--- src/rtl/pool_patch_gen.sv ---
// pool_patch_gen
//   Converts a raster-order pixel stream into non-overlapping 2x2, stride-2
//   patches for the max-pool stage. Even-numbered rows are parked in a
//   one-row line buffer. On odd-numbered rows, the even-column pixel is held,
//   and each odd-column pixel completes a patch.
//
// Ports
//   CLK        rising-edge clock
//   rst_n      asynchronous active-low reset
//   clear      synchronous frame restart (drops any pending patch)
//   in_data    pixel value            in_valid / in_ready : input handshake
//   PATCH      {TL, TR, BL, BR}, TL in the MSBs
//   out_valid  PATCH valid            out_ready           : output handshake
//   out_last   PATCH is the bottom-right patch of the frame
module pool_patch_gen #(
  parameter int DATAWIDTH = 64,
  parameter int IMG_W     = 8,
  parameter int IMG_H     = 8
) (
  input  logic                   CLK,
  input  logic                   rst_n,
  input  logic                   clear,
  input  logic [DATAWIDTH-1:0]   in_data,
  input  logic                   in_valid,
  output logic                   in_ready,
  output logic [4*DATAWIDTH-1:0] PATCH,
  output logic                   out_valid,
  input  logic                   out_ready,
  output logic                   out_last
);

  localparam int CW = (IMG_W > 1) ? $clog2(IMG_W) : 1;
  localparam int RW = (IMG_H > 1) ? $clog2(IMG_H) : 1;
  localparam logic [CW-1:0] COL_LAST = CW'(IMG_W - 1);
  localparam logic [RW-1:0] ROW_LAST = RW'(IMG_H - 1);

  logic [CW-1:0]          col_q, col_d;
  logic [RW-1:0]          row_q, row_d;
  logic [DATAWIDTH-1:0]   held_q, held_d;
  logic [4*DATAWIDTH-1:0] patch_q, patch_d;
  logic                   out_valid_q, out_valid_d;
  logic                   out_last_q, out_last_d;
  logic [DATAWIDTH-1:0]   linebuf_q [IMG_W];

  logic          in_fire;
  logic          odd_row;
  logic          odd_col;
  logic [CW-1:0] col_prev;

  // Any beat stalls while an untaken patch is held. Stalling only on
  // patch-completing beats would also work, but this rule is simpler and
  // can never drop a patch.
  assign in_ready = !out_valid_q || out_ready;
  assign in_fire  = in_valid && in_ready;
  assign odd_row  = row_q[0];
  assign odd_col  = col_q[0];
  assign col_prev = col_q - CW'(1);

  always_comb begin
    col_d       = col_q;
    row_d       = row_q;
    held_d      = held_q;
    patch_d     = patch_q;
    out_valid_d = out_valid_q;
    out_last_d  = out_last_q;

    if (clear) begin
      col_d       = '0;
      row_d       = '0;
      out_valid_d = 1'b0;
      out_last_d  = 1'b0;
    end else begin
      if (out_valid_q && out_ready) begin
        out_valid_d = 1'b0;
        out_last_d  = 1'b0;
      end

      if (in_fire) begin
        if (col_q == COL_LAST) begin
          col_d = '0;
          row_d = (row_q == ROW_LAST) ? '0 : row_q + RW'(1);
        end else begin
          col_d = col_q + CW'(1);
        end

        if (odd_row && !odd_col) begin
          held_d = in_data;
        end

        // A completing beat overrides the clear above, so a taken patch
        // is replaced back-to-back with no bubble.
        if (odd_row && odd_col) begin
          patch_d     = {linebuf_q[col_prev], linebuf_q[col_q], held_q, in_data};
          out_valid_d = 1'b1;
          out_last_d  = (row_q == ROW_LAST) && (col_q == COL_LAST);
        end
      end
    end
  end

  always_ff @(posedge CLK or negedge rst_n) begin
    if (!rst_n) begin
      col_q       <= '0;
      row_q       <= '0;
      held_q      <= '0;
      patch_q     <= '0;
      out_valid_q <= 1'b0;
      out_last_q  <= 1'b0;
    end else begin
      col_q       <= col_d;
      row_q       <= row_d;
      held_q      <= held_d;
      patch_q     <= patch_d;
      out_valid_q <= out_valid_d;
      out_last_q  <= out_last_d;
    end
  end

  // The line buffer holds data only and has no reset. The odd row reads
  // entries col-1 and col before the next even row rewrites them.
  always_ff @(posedge CLK) begin
    if (in_fire && !clear && !odd_row) begin
      linebuf_q[col_q] <= in_data;
    end
  end

  assign PATCH     = patch_q;
  assign out_valid = out_valid_q;
  assign out_last  = out_last_q;

endmodule

--- config.mk ---
export PLATFORM = sky130hd
export DESIGN_NAME = pool_patch_gen
export DESIGN_NICKNAME = d
export VERILOG_FILES = /design/src/rtl/pool_patch_gen.sv
export SDC_FILE = /design/constraint.sdc
export NUM_CORES = 1
export LEC_CHECK = 0
export ABC_AREA = 1
export CAP_MARGIN = 5
export CORE_MARGIN = 4
export CORE_UTILIZATION = 30
export DETAILED_ROUTE_END_ITERATION = 10
export GPL_TIMING_DRIVEN = 0
export HOLD_SLACK_MARGIN = 0.02
export PLACE_DENSITY = 0.51
export REMOVE_ABC_BUFFERS = 1
export SETUP_SLACK_MARGIN = 0.5
export SYNTH_ARGS = -nofsm -noshare
export SYNTH_HDL_FRONTEND = slang
export SYNTH_SLANG_ARGS = --single-unit
--- constraint.sdc ---
create_clock -name CLK -period 10.8 [get_ports CLK]
set_input_delay 2.16 -clock CLK [delete_from_list [all_inputs] [get_ports CLK]]
set_output_delay 2.16 -clock CLK [all_outputs]
set_load 0.01 [all_outputs]
=== Word-level counts from Yosys, hierarchy flattened ===
Memories as Yosys holds them, arrays and structs flattened. A register that Yosys moved wholly into a read port is not among the register bits.
Cells that the tools add are included.

* Register bits: 328
* Bits in writable memories: 512
* Output and inout bits: 259
* Logic and storage cells: 49
* Memories: 1

* Add/subtract/negate cells: 3
* Equality and inequality tests: 2
* Muxes and demuxes: 17
* Bitwise gates (word level): 1
* Reductions and logical operators: 19

{| class="wikitable"
|+ Memories
! name !! words !! bits a word !! read ports !! clocked after Yosys merged registers in !! wr ports !! line !! text
|-
| linebuf_q || 8 || 64 || 2 || 2 || 1 || 43 || <nowiki>logic [DATAWIDTH-1:0] linebuf_q [IMG_W];</nowiki>
|}

{| class="wikitable"
|+ Operators by type and width
! kind !! number
|-
| 3-bit two-way mux || 7
|-
| 1-bit two-way mux || 10
|-
| 1-bit logical AND || 7
|-
| 3-bit by 1-bit adder with 3-bit output (second input constant) || 2
|-
| 3-bit equality test (second input constant) || 2
|-
| 1-bit logical NOT || 6
|-
| 3-bit AND reduction || 2
|-
| 2-bit nonzero test || 2
|-
| 3-bit by 1-bit subtractor with 3-bit output (second input constant) || 1
|-
| 2-bit AND reduction || 1
|-
| 1-bit logical OR || 1
|-
| 1-bit NOT || 1
|}

=== Depth between registers and ports, before layout ===
* Word-level depth: 7
* Depth in mapped cells: 12

=== Least setup slack after synthesis ===
No wires, ideal clock.

* Path type: input to register
* Start point: input port out_ready
* End point: memory linebuf_q[0][0] (enable)
* Library setup time: 0.486 ns
* Arrival time: 5.335 ns
* Required time: 10.314 ns
* Path slack: 4.979 ns
* Stages: 6
* Buffers on the path: 0
* Path through: inv_1 nand2_2 nand3_2 nor2_1 nand2_1 nor2_1

* Word-level cells in the longest chain between the ends: 6

{| class="wikitable"
|+ Ends and longest elaborated chain
! item !! line !! text
|-
| start, declared || 28 || <nowiki>input logic out_ready,</nowiki>
|-
| 1-bit logical OR || 53 || <nowiki>assign in_ready = !out_valid_q || out_ready;</nowiki>
|-
| net in_ready || 25 || <nowiki>output logic in_ready,</nowiki>
|-
| 1-bit logical AND || 54 || <nowiki>assign in_fire = in_valid && in_ready;</nowiki>
|-
| 1-bit logical AND (2 in series) || 122 || <nowiki>if (in_fire && !clear && !odd_row) begin</nowiki>
|-
| 1-bit two-way mux || 122 ||
|-
| 1-bit two-way mux (not written as such) || 123 || <nowiki>linebuf_q[col_q] <= in_data;</nowiki>
|-
| end, declared || 43 ||
|}

The timed path passes the listed nets, and every way through them passes these cells.

=== Final worst setup path ===
* Start point: input port out_ready
* End point: output port in_ready

* Word-level cells in the longest chain between the ends: 1

{| class="wikitable"
|+ Ends and longest elaborated chain
! item !! line
|-
| 1-bit logical OR || 53
|-
| end, declared || 25
|}

Every way passes these cells.

==> out/qor.yml <==
status:
  status: "finished, final reports clean"
final_layout:
  finalNetCount: 4559
  stdcell_count: 6220
  final.fill_count: 12501
  multi_input_area_mm2: 0.0113
  regArea_mm2: 0.0236
  fin_area_mm2: 0.0470
  area_growth_pct: 24.1
  drive_gt1_share_pct: 5.21
clock_network:
  cts_resized: 0
  hold_buffers: 0
  cts_buffer_depth: 3
  cts_setup_buffers: 0
  clk_pin_slew_worst_paths_ns: 0.05
  cts-root-buf: "clkbuf_16"
  cts_sinks: 840
  numCtsBuffers: 98
  tritoncts: "yes"
  h-tree-depth: 3
  clkLatencyLatePin_ns: 0.66
sta:
  tns_ns: 0
  min_period_ns: 5.47
  rsz0062_at_grt: "no"
  clock_skew_ns: 0.0265
  finalCritPeriodShare_pct: 50.7
  setup_viol: 0
  fin_ws_ns: 5.33
  max_freq_ghz: 0.183
  finalHoldViolCount: 0
  worst_pin_slew_ns: 0.956
  slew_headroom_pct: 36.1
  slew_violations: 0
  hold-worst-slack_ns: 0.462
setup_path:
  cp_top_family: "buffers and inverters"
  end_kind: "output pin"
  cp_cell_sequence: "clkdlybuf4s50_1 -> inv_1 -> nand2_2 -> clkdlybuf4s50_1"
  path_common_cell: "clkdlybuf4s50_1"
  startpoint_type: "primary input"
  cp.arrival_ns: 3.31
  critPathMaxFanout: 4
  critical_path_class: "in -> out"
  worst_ep_required_time_ns: 8.64
  slowest_delay_ns: 0.55
  critPathBufInv: 3
  cp_slowest_cell: "clkdlybuf4s50_1"
drt:
  viasPerCell: 4.59
  wire_per_inst_um: 17.5
  drtAntennaViolNets: 0
  drc: 0
  vias: 28535
  drtIter0Drc: 2130
  first_pass_iters: 6
  totalWireLength_um: 109000
synth:
  ys_ff_latch: 840
  synth.avg_cell_area_um2: 8.94
  yosysWarningCount: 0
  ys_seq_area_share_pct: 62.2
  synthFlopType: "edfxtp_1"
  async_reset_ff_share_pct: 39.0
  synth_edf_count: 512
  synthCells: 4242
  synth_cell_types: 23
  syn_area_mm2: 0.0379
grt:
  first_global_vias: 27415
  grt_use_total_pct: 16.4
  grt_first_pass_wirelength_um: 166000
  grt_overflow: 0
  antenna_found_initial: 2
  grt_max_degree: 157
placement:
  place_inst: 6035
  gp_congestion: 0.702
  pre_cts_ws_ns: 5.33
  io_buffers: 327
  dp_hpwl_um: 66400
  place_area_mm2: 0.0438
job:
  max-cap-violations: 0
floorplan:
  dieArea_mm2: 0.132
  coreArea_mm2: 0.126
  die-width_um: 363
  ioPinCount: 328
  die_h_um: 363
  initial_utilization_pct: 30.2
  rows: 130
power:
  switching_share_pct: 28.9
  worst_ir_drop_vdd_uv: 117
  internal-power_w: 0.00691
  seq_power_share_pct: 42.8
  pwr-share-comb_pct: 23.7
  pwr_density_cell_mw_per_mm2: 206
  leakage_nw: 20.4
  clock_power_share_pct: 33.5
  power_switching_w: 0.00280
worst_hold_path:
  hp-class: "reg -> reg"
-- cells in the mapped netlist (2+ instances only) --
| cell type | count | share of area [%] |
|---|---|---|
| buf_4 | 2 | 0.040 |
| edfxtp_1 | 512 | 41 |
| buf_2 | 125 | 1.7 |
| ha_1 | 5 | 0.17 |
| o21ai_1 | 6 | 0.079 |
| inv_2 | 3 | 0.030 |
| o211ai_1 | 64 | 1.3 |
| nand2_1 | 1480 | 15 |
| nor2_1 | 206 | 2.0 |
| dfrtp_1 | 328 | 22 |
| buf_1 | 15 | 0.15 |
| nand3_1 | 660 | 8.7 |
| clkbuf_1 | 110 | 1.1 |
| inv_1 | 538 | 5.3 |
| o21ai_0 | 180 | 2.4 |
-- final timing paths --
check	startpoint	end	slack [ns]	depth (start not counted)
setup / recovery	out_ready	in_ready	5.33	4
hold / removal	held_q[39]	PATCH[103]	0.46	2
setup reg to reg	col_q[0]	linebuf_q[4][41]	6.63	7
hold reg to reg	held_q[39]	PATCH[103]	0.46	2
max in group asynchronous	rst_n	PATCH[217]	7.96	3
min in group asynchronous	rst_n	PATCH[17]	1.43	1
-- worst min-delay path: cells and delay by family, from the launching register on --
kind / cells / cell delay (ns)
flops: 1 / 0.35
simple gates: 2 / 0.10
-- cells in the final DEF (no fill, tap or decap), drive strengths merged --
| master | synthesis | layout |
|---|---|---|
| xnor2 | 1 | 1 |
| ha | 5 | 5 |
| inv | 541 | 549 |
| nand3 | 661 | 661 |
| a21oi | 1 | 1 |
| dfrtp | 328 | 328 |
| clkinv | 0 | 31 |
| nor2 | 207 | 207 |
| clkdlybuf4s50 | 0 | 326 |
| clkinvlp | 0 | 1 |
| bufinv | 0 | 3 |
| o211ai | 64 | 64 |
| diode | 0 | 2 |
| clkbuf | 110 | 140 |
| o22ai | 1 | 1 |
| xor2 | 1 | 1 |
| nand4 | 1 | 1 |
| nand2 | 1481 | 1481 |
| buf | 142 | 69 |
| edfxtp | 512 | 512 |
| o21ai | 186 | 186 |
-- layout make-up --
type                       instances  area share, %
sequential                       840           50.1
clock inverter                    43          0.646
antenna                            2         0.0106
clock buffer                     140           6.14
tap                             1650           4.39
multi-input combinational       2609           24.0
inverter                         541           4.37
timing repair buffer             395           10.3
-- power by group through the flow --
stage / Sequential (W) / Combinational [W] / Clock [W]
finish: 0.00416 / 0.00230 / 0.00326
global route: 0.00422 / 0.00255 / 0.00350
CTS: 0.00416 / 0.00234 / 0.00337
detailed placement: 0.00422 / 0.00233 / 0
global placement: 0.00429 / 0.00237 / 0
floorplan: 0.00442 / 0.000900 / 0
-- kinds of logic (layout without fill, tap and decap cells) --
kind of cell	Yosys count	count (layout)	share of synthesized area (%)
AO/OA/AOI/OAI	252	252	3.75
XOR/XNOR	2	2	0.0858
adder cells (fa/ha/maj)	5	5	0.165
buffers and inverters	793	1119	8.28
flip-flops	840	840	62.2
other	0	2	0
AND/OR/NAND/NOR	2350	2350	25.5
-- per-stage QoR --
stage | total power [W] | util (%)
5_1_grt | 0.0103 | 37.5
6_report | 0.00971 | 37.5
2_1_floorplan | 0.00532 | -
3_5_place_dp | 0.00655 | 34.9
4_1_cts | 0.00988 | 37.5
3_3_place_gp | 0.00665 | 33.6
-- sequential cells by signal, indices dropped and copies added, names as in the netlist --
signal	count
PATCH	256
col_q	3
out_last	1
held_q	64
linebuf_q	512
out_valid	1
row_q	3
-- layer usage --
layer,part of all wire [%],global-route usage (%)
met1,47,22.7
met2,46,26.4
met3,5.3,2.72
met4,2.4,4.82
met5,0,0
Note: power is estimated with default switching activity, not from simulation.
